<file path="src/rtl/pipeline_hazard_ctrl.sv">
// Pipeline sequencing controller: stage enables/flushes for stalls, flushes,
// halt drain, plus saturating stall/flush performance counters.
module pipeline_hazard_ctrl #(
   parameter int CNT_W = 16
) (
   input  logic             CLK,
   input  logic             nRST,
   input  logic             ihit,
   input  logic             dhit,
   input  logic             exmem_dREN,
   input  logic             exmem_dWEN,
   input  logic             idex_dREN,
   input  logic [4:0]       idex_wsel,
   input  logic [4:0]       ifid_rs,
   input  logic [4:0]       ifid_rt,
   input  logic             branch_taken,
   input  logic             jump_id,
   input  logic             halt_id,
   input  logic             memwb_halt,
   output logic             pc_en,
   output logic             ifid_en,
   output logic             idex_en,
   output logic             exmem_en,
   output logic             memwb_en,
   output logic             ifid_flush,
   output logic             idex_flush,
   output logic             exmem_flush,
   output logic             memwb_flush,
   output logic             halted,
   output logic [1:0]       state_o,
   output logic [CNT_W-1:0] stall_cnt,
   output logic [CNT_W-1:0] flush_cnt
);

   typedef enum logic [1:0] {
      RUN    = 2'd0,
      DWAIT  = 2'd1,
      DRAIN  = 2'd2,
      HALTED = 2'd3
   } state_e;

   state_e            state_q, state_d;
   logic              halted_q;
   logic [CNT_W-1:0]  stall_cnt_q, flush_cnt_q;
   logic              dwait, load_use, flush_evt, stall_evt;

   assign dwait    = (exmem_dREN | exmem_dWEN) & ~dhit;
   assign load_use = idex_dREN & (idex_wsel != 5'd0) &
                     ((idex_wsel == ifid_rs) | (idex_wsel == ifid_rt));

   always_comb begin
      pc_en       = 1'b1;
      ifid_en     = 1'b1;
      idex_en     = 1'b1;
      exmem_en    = 1'b1;
      memwb_en    = 1'b1;
      ifid_flush  = 1'b0;
      idex_flush  = 1'b0;
      exmem_flush = 1'b0;
      memwb_flush = 1'b0;
      flush_evt   = 1'b0;
      if (!nRST) begin
         {pc_en, ifid_en, idex_en, exmem_en, memwb_en} = 5'b00000;
         {ifid_flush, idex_flush, exmem_flush, memwb_flush} = 4'b1111;
      end else if (state_q == HALTED) begin
         {pc_en, ifid_en, idex_en, exmem_en, memwb_en} = 5'b00000;
      end else if (dwait) begin
         pc_en       = 1'b0;
         ifid_en     = 1'b0;
         idex_en     = 1'b0;
         exmem_en    = 1'b0;
         memwb_flush = 1'b1;
         ifid_flush  = (state_q == DRAIN);
      end else if (state_q == DRAIN) begin
         // Nothing new enters ID; older instructions keep flowing out.
         pc_en      = 1'b0;
         ifid_flush = 1'b1;
      end else if (branch_taken) begin
         pc_en      = ihit;
         ifid_flush = 1'b1;
         idex_flush = 1'b1;
         flush_evt  = ihit;
      end else if (load_use) begin
         pc_en      = 1'b0;
         ifid_en    = 1'b0;
         idex_flush = 1'b1;
      end else if (jump_id) begin
         pc_en      = ihit;
         ifid_flush = 1'b1;
         flush_evt  = ihit;
      end else if (!ihit) begin
         pc_en      = 1'b0;
         ifid_flush = 1'b1;
      end
   end

   always_comb begin
      state_d = state_q;
      unique case (state_q)
         RUN: begin
            if (dwait)        state_d = DWAIT;
            else if (halt_id) state_d = DRAIN;
         end
         DWAIT: begin
            if (!dwait)       state_d = halt_id ? DRAIN : RUN;
         end
         DRAIN: begin
            if (memwb_halt)   state_d = HALTED;
         end
         default:             state_d = HALTED;
      endcase
   end

   assign stall_evt = ~pc_en & (state_q != HALTED);

   always_ff @(posedge CLK) begin
      if (!nRST) begin
         state_q     <= RUN;
         halted_q    <= 1'b0;
         stall_cnt_q <= '0;
         flush_cnt_q <= '0;
      end else begin
         state_q  <= state_d;
         halted_q <= (state_d == HALTED);
         if (stall_evt && (stall_cnt_q != {CNT_W{1'b1}}))
            stall_cnt_q <= stall_cnt_q + CNT_W'(1);
         if (flush_evt && (flush_cnt_q != {CNT_W{1'b1}}))
            flush_cnt_q <= flush_cnt_q + CNT_W'(1);
      end
   end

   assign halted    = halted_q;
   assign state_o   = state_q;
   assign stall_cnt = stall_cnt_q;
   assign flush_cnt = flush_cnt_q;

endmodule

</file>
<file path="config.mk">
export PLATFORM = sky130hd
export DESIGN_NAME = pipeline_hazard_ctrl
export DESIGN_NICKNAME = d
export VERILOG_FILES = /design/src/rtl/pipeline_hazard_ctrl.sv
export SDC_FILE = /design/constraint.sdc
export NUM_CORES = 1
export LEC_CHECK = 0
export ABC_CLOCK_PERIOD_IN_PS = 3020
export CAP_MARGIN = 20
export CORE_MARGIN = 1.5
export CORE_UTILIZATION = 45
export CTS_CLUSTER_DIAMETER = 30
export DETAILED_ROUTE_END_ITERATION = 10
export GPL_TIMING_DRIVEN = 0
export PLACE_DENSITY = 0.79
export REMOVE_ABC_BUFFERS = 1
export SLEW_MARGIN = 20
export SYNTH_ARGS = -nofsm -noshare
export SYNTH_HDL_FRONTEND = slang
export SYNTH_SLANG_ARGS = --single-unit
</file>
<file path="constraint.sdc">
create_clock -name CLK -period 3.02 [get_ports CLK]
set_clock_uncertainty 0.1 [all_clocks]
set_input_delay 0.604 -clock CLK [delete_from_list [all_inputs] [get_ports CLK]]
set_output_delay 0.604 -clock CLK [all_outputs]
set_load 0.02 [all_outputs]
</file>
==> metrics.md <==
| Metric | Value |
|---|---|
| Max Clk Rate | 343.1 MHz |
| Port buffer count | slightly below 70 |
| Worst hold stages | 2 |
| Largest buffer count on any clock path | 2 |
| FF-to-FF setup slack | 560 ps |
| Cells after synthesis | approximately 240 |
| Register bit total from synthesis | 35 |
| Area growth syn-to-layout | 40.76% |
| DP HPWL | 3621 um |
| Leading area contributor after synthesis | dfxtp_1 |
| Minimum clock period after layout | 2915 ps |
| Diodes inserted | 0 |
| Worst endpoint required time | 2320 ps |
| Crit-path max FO | 13 |
| Worst r2r src | stall_cnt[1] |
| Fill cell count | 376 |
| Total GRT Usage | 21.56% |
| TritonCTS clock tree | yes |
| Die extent in x | 70.51 um |
| End-of-flow core utilization | 65.84% |
| Register area share after synthesis | 34.17% |
| Routed len/inst | 14.25 um |
| Mean Syn Cell Area | around 8.4 um2 |
| # Max-Cap Violations | 0 |
| RePlAce Congestion | 0.8217 |
| Die area | 0.004971 mm2 |
| Post-synth ARST share | 0% |
| WL final | approximately 5200 um |
| Most frequent cells in the layout | clkdlybuf4s50_1 (59), dfxtp_1 (35), nand2_1 (27) |
| Critical path class | in -> out |
| Worst-path clk slew | ~70 ps |
| Sink Count | 35 |
| Number of vias per cell | 5.561 |
| Grt ovf | 0 |
| Clock Latency Late Sink | about 280 ps |
| CTS buffer count | 5 |
| Design Power | 1.035 mW |
| Synth cell types | 48 |
| Nets@finish | about 340 |
| Largest net degree at the start of global routing | 28 |
| Pleak | 1.009 nW |
| Arrival @ worst endpoint | approximately 2200 ps |
| Total number of vias | 2041 |
| Worst hold path type | reg -> reg |
| Num ports | 70 |
| Status | finished, final reports clean |
| Worst Hold Path EP | flush_cnt[14] |
| TNS Setup | 0 ps |
| Synthesized cell area | 0.002051 mm2 |
| Worst Tran Pin Value | 856.8 ps |
| 1st-pass router iterations | 4 |
| Top FF cell, synth | dfxtp_1 |
| Most common cell after layout, fill and taps aside | clkdlybuf4s50_1 |
| Slew margin rel. | 42.87% |
| DRC violations left | 0 |
| Hold buffer count at cts | 0 |
| EDFF count, synth | 0 |
| Vias in the first global route | 1986 |
| Hold wc startpoint | flush_cnt[14] |
| Number of H-tree levels | 2 |
| Synth top area cells | dfxtp_1 (34%), xnor2_1 (7.3%), nand2_1 (4.9%), mux2i_1 (4.9%), a21oi_1 (4.1%) |
| CORE AREA | ~0.0044 mm2 |
| YS warnings | 0 |
| Starting DRT DRC Count | 104 |
| Final setup viols | 0 |
| Effective utilization at floorplan | 46.78% |
| Final antenna-violating net count | 0 |
| Pwr/cell area | 358.7 mW/mm2 |
| Setup crit start kind | input port |
| CTS Root Cell | clkbuf_8 |
| Worst VDD drop | about 0.00038 V |
| Cell row count | 24 |
| Initial antenna violation count | 0 |
| Die height | 70.51 um |
| FF-to-FF path depth | 7 |
| Final Max Slew Viols | 0 |
| Hold violation total from the final report | 0 |
| R2R Path End | stall_cnt[5] |
| Critical Path End Type | output port |
| First-pass GRT wire length | about 8900 um |
| Share of layout cells above drive strength 1 | between 10% and 20% |
| Yosys top cell area share | between 30 and 40% |
| Unrepaired setup endpoints after global routing | no |
| Fin crit share | 96.52% |
-- what timing repair did --
| item | CTS | global route |
|---|---|---|
| pin swaps | 2 | 0 |
| endpoints found under the setup margin | 12 | 4 |
| cloned | 2 | 0 |
| gates resized for setup | 30 | 5 |
| buffers inserted | 3 | 0 |
-- synth_stat cells, drive strengths merged, types with 2 or more instances --
cell type / n
buf: 5
mux2i: 10
nand3: 17
dfxtp: 35
and4: 3
nand4: 8
clkbuf: 5
nor2: 15
nor3: 3
a21oi: 19
a211oi: 5
o31ai: 9
and3: 6
o21ai: 8
or4: 10
ha: 2
inv: 6
nand2: 27
nand2b: 11
or3: 3
xnor2: 17
o211a: 2
-- per-stage QoR --
step | cell area, um2 | hold slack (ps) | setup WS [ps] | cells
detailed placement | 2748 | 377.6 | -1209 | 354
finish | 2887 | 387.3 | 105.0 | 367
global route | 2887 | 406.2 | 37.80 | 367
floorplan | 1988 | 439.7 | 170.9 | 233
global placement | 2744 | 370.7 | -1152 | 354
CTS | 2885 | 388.1 | 8.008 | 367
-- report_power, final --
| part | total (mW) | switching (mW) | internal, mW | leakage, nW |
|---|---|---|---|---|
| combinational | 0.185 | 0.0978 | 0.0874 | 0.674 |
| sequential | 0.481 | 0.0116 | 0.469 | 0.283 |
| clock | 0.369 | 0.161 | 0.208 | 0.0515 |
| total | 1.04 | 0.270 | 0.765 | 1.01 |
-- critical path: stages --
cell and delay (ps):
dlygate4sd2_1 270, or4_4 560, o21ai_4 190, nor2_2 60, a21o_4 270, inv_8 100, buf_4 140
-- logic make-up after synthesis --
logic type / after synthesis / share of synthesized area [%]
AOI/OAI and AO/OA: 55 / 20.32
xor gates and xnor gates: 17 / 7.260
adders and majority gates: 2 / 1.220
buffers and inverters: 16 / 4.271
DFF: 35 / 34.17
muxes: 10 / 4.881
and+or+nand+nor: 108 / 27.88
-- sequential cells by signal, indices dropped and copies added (netlist names) --
signal / flops
stall_cnt: 16
flush_cnt: 16
state_o: 2
halted: 1
-- area by class of cell --
type                    count  area, um2  share of cell area (%)
repair inverters            2      11.26                  0.3901
well taps                  52      65.06                   2.254
clock buffers               8      100.1                   3.468
repair buffers             72      690.7                   23.93
multi-input cells         192       1285                   44.52
flip-flops and latches     35      700.7                   24.27
inverters                   6      33.78                   1.170
-- metal layers --
layer,vias up,track usage (%),share of wire (%)
met2,52,37.00,48
met1,947,27.74,46
met3,4,3.608,4.8
met5,-,0,0
li1,1038,-,-
met4,0,6.410,0.98
-- worst max path at each step --
stage                 start      endpoint
6_report       idex_wsel[1]         pc_en
3_5_place_dp           nRST       ifid_en
3_3_place_gp           nRST       ifid_en
5_1_grt          ifid_rt[0]         pc_en
4_1_cts        idex_wsel[4]         pc_en
2_1_floorplan  stall_cnt[1]  stall_cnt[5]
No activity file was read; power rests on OpenSTA's default activity.
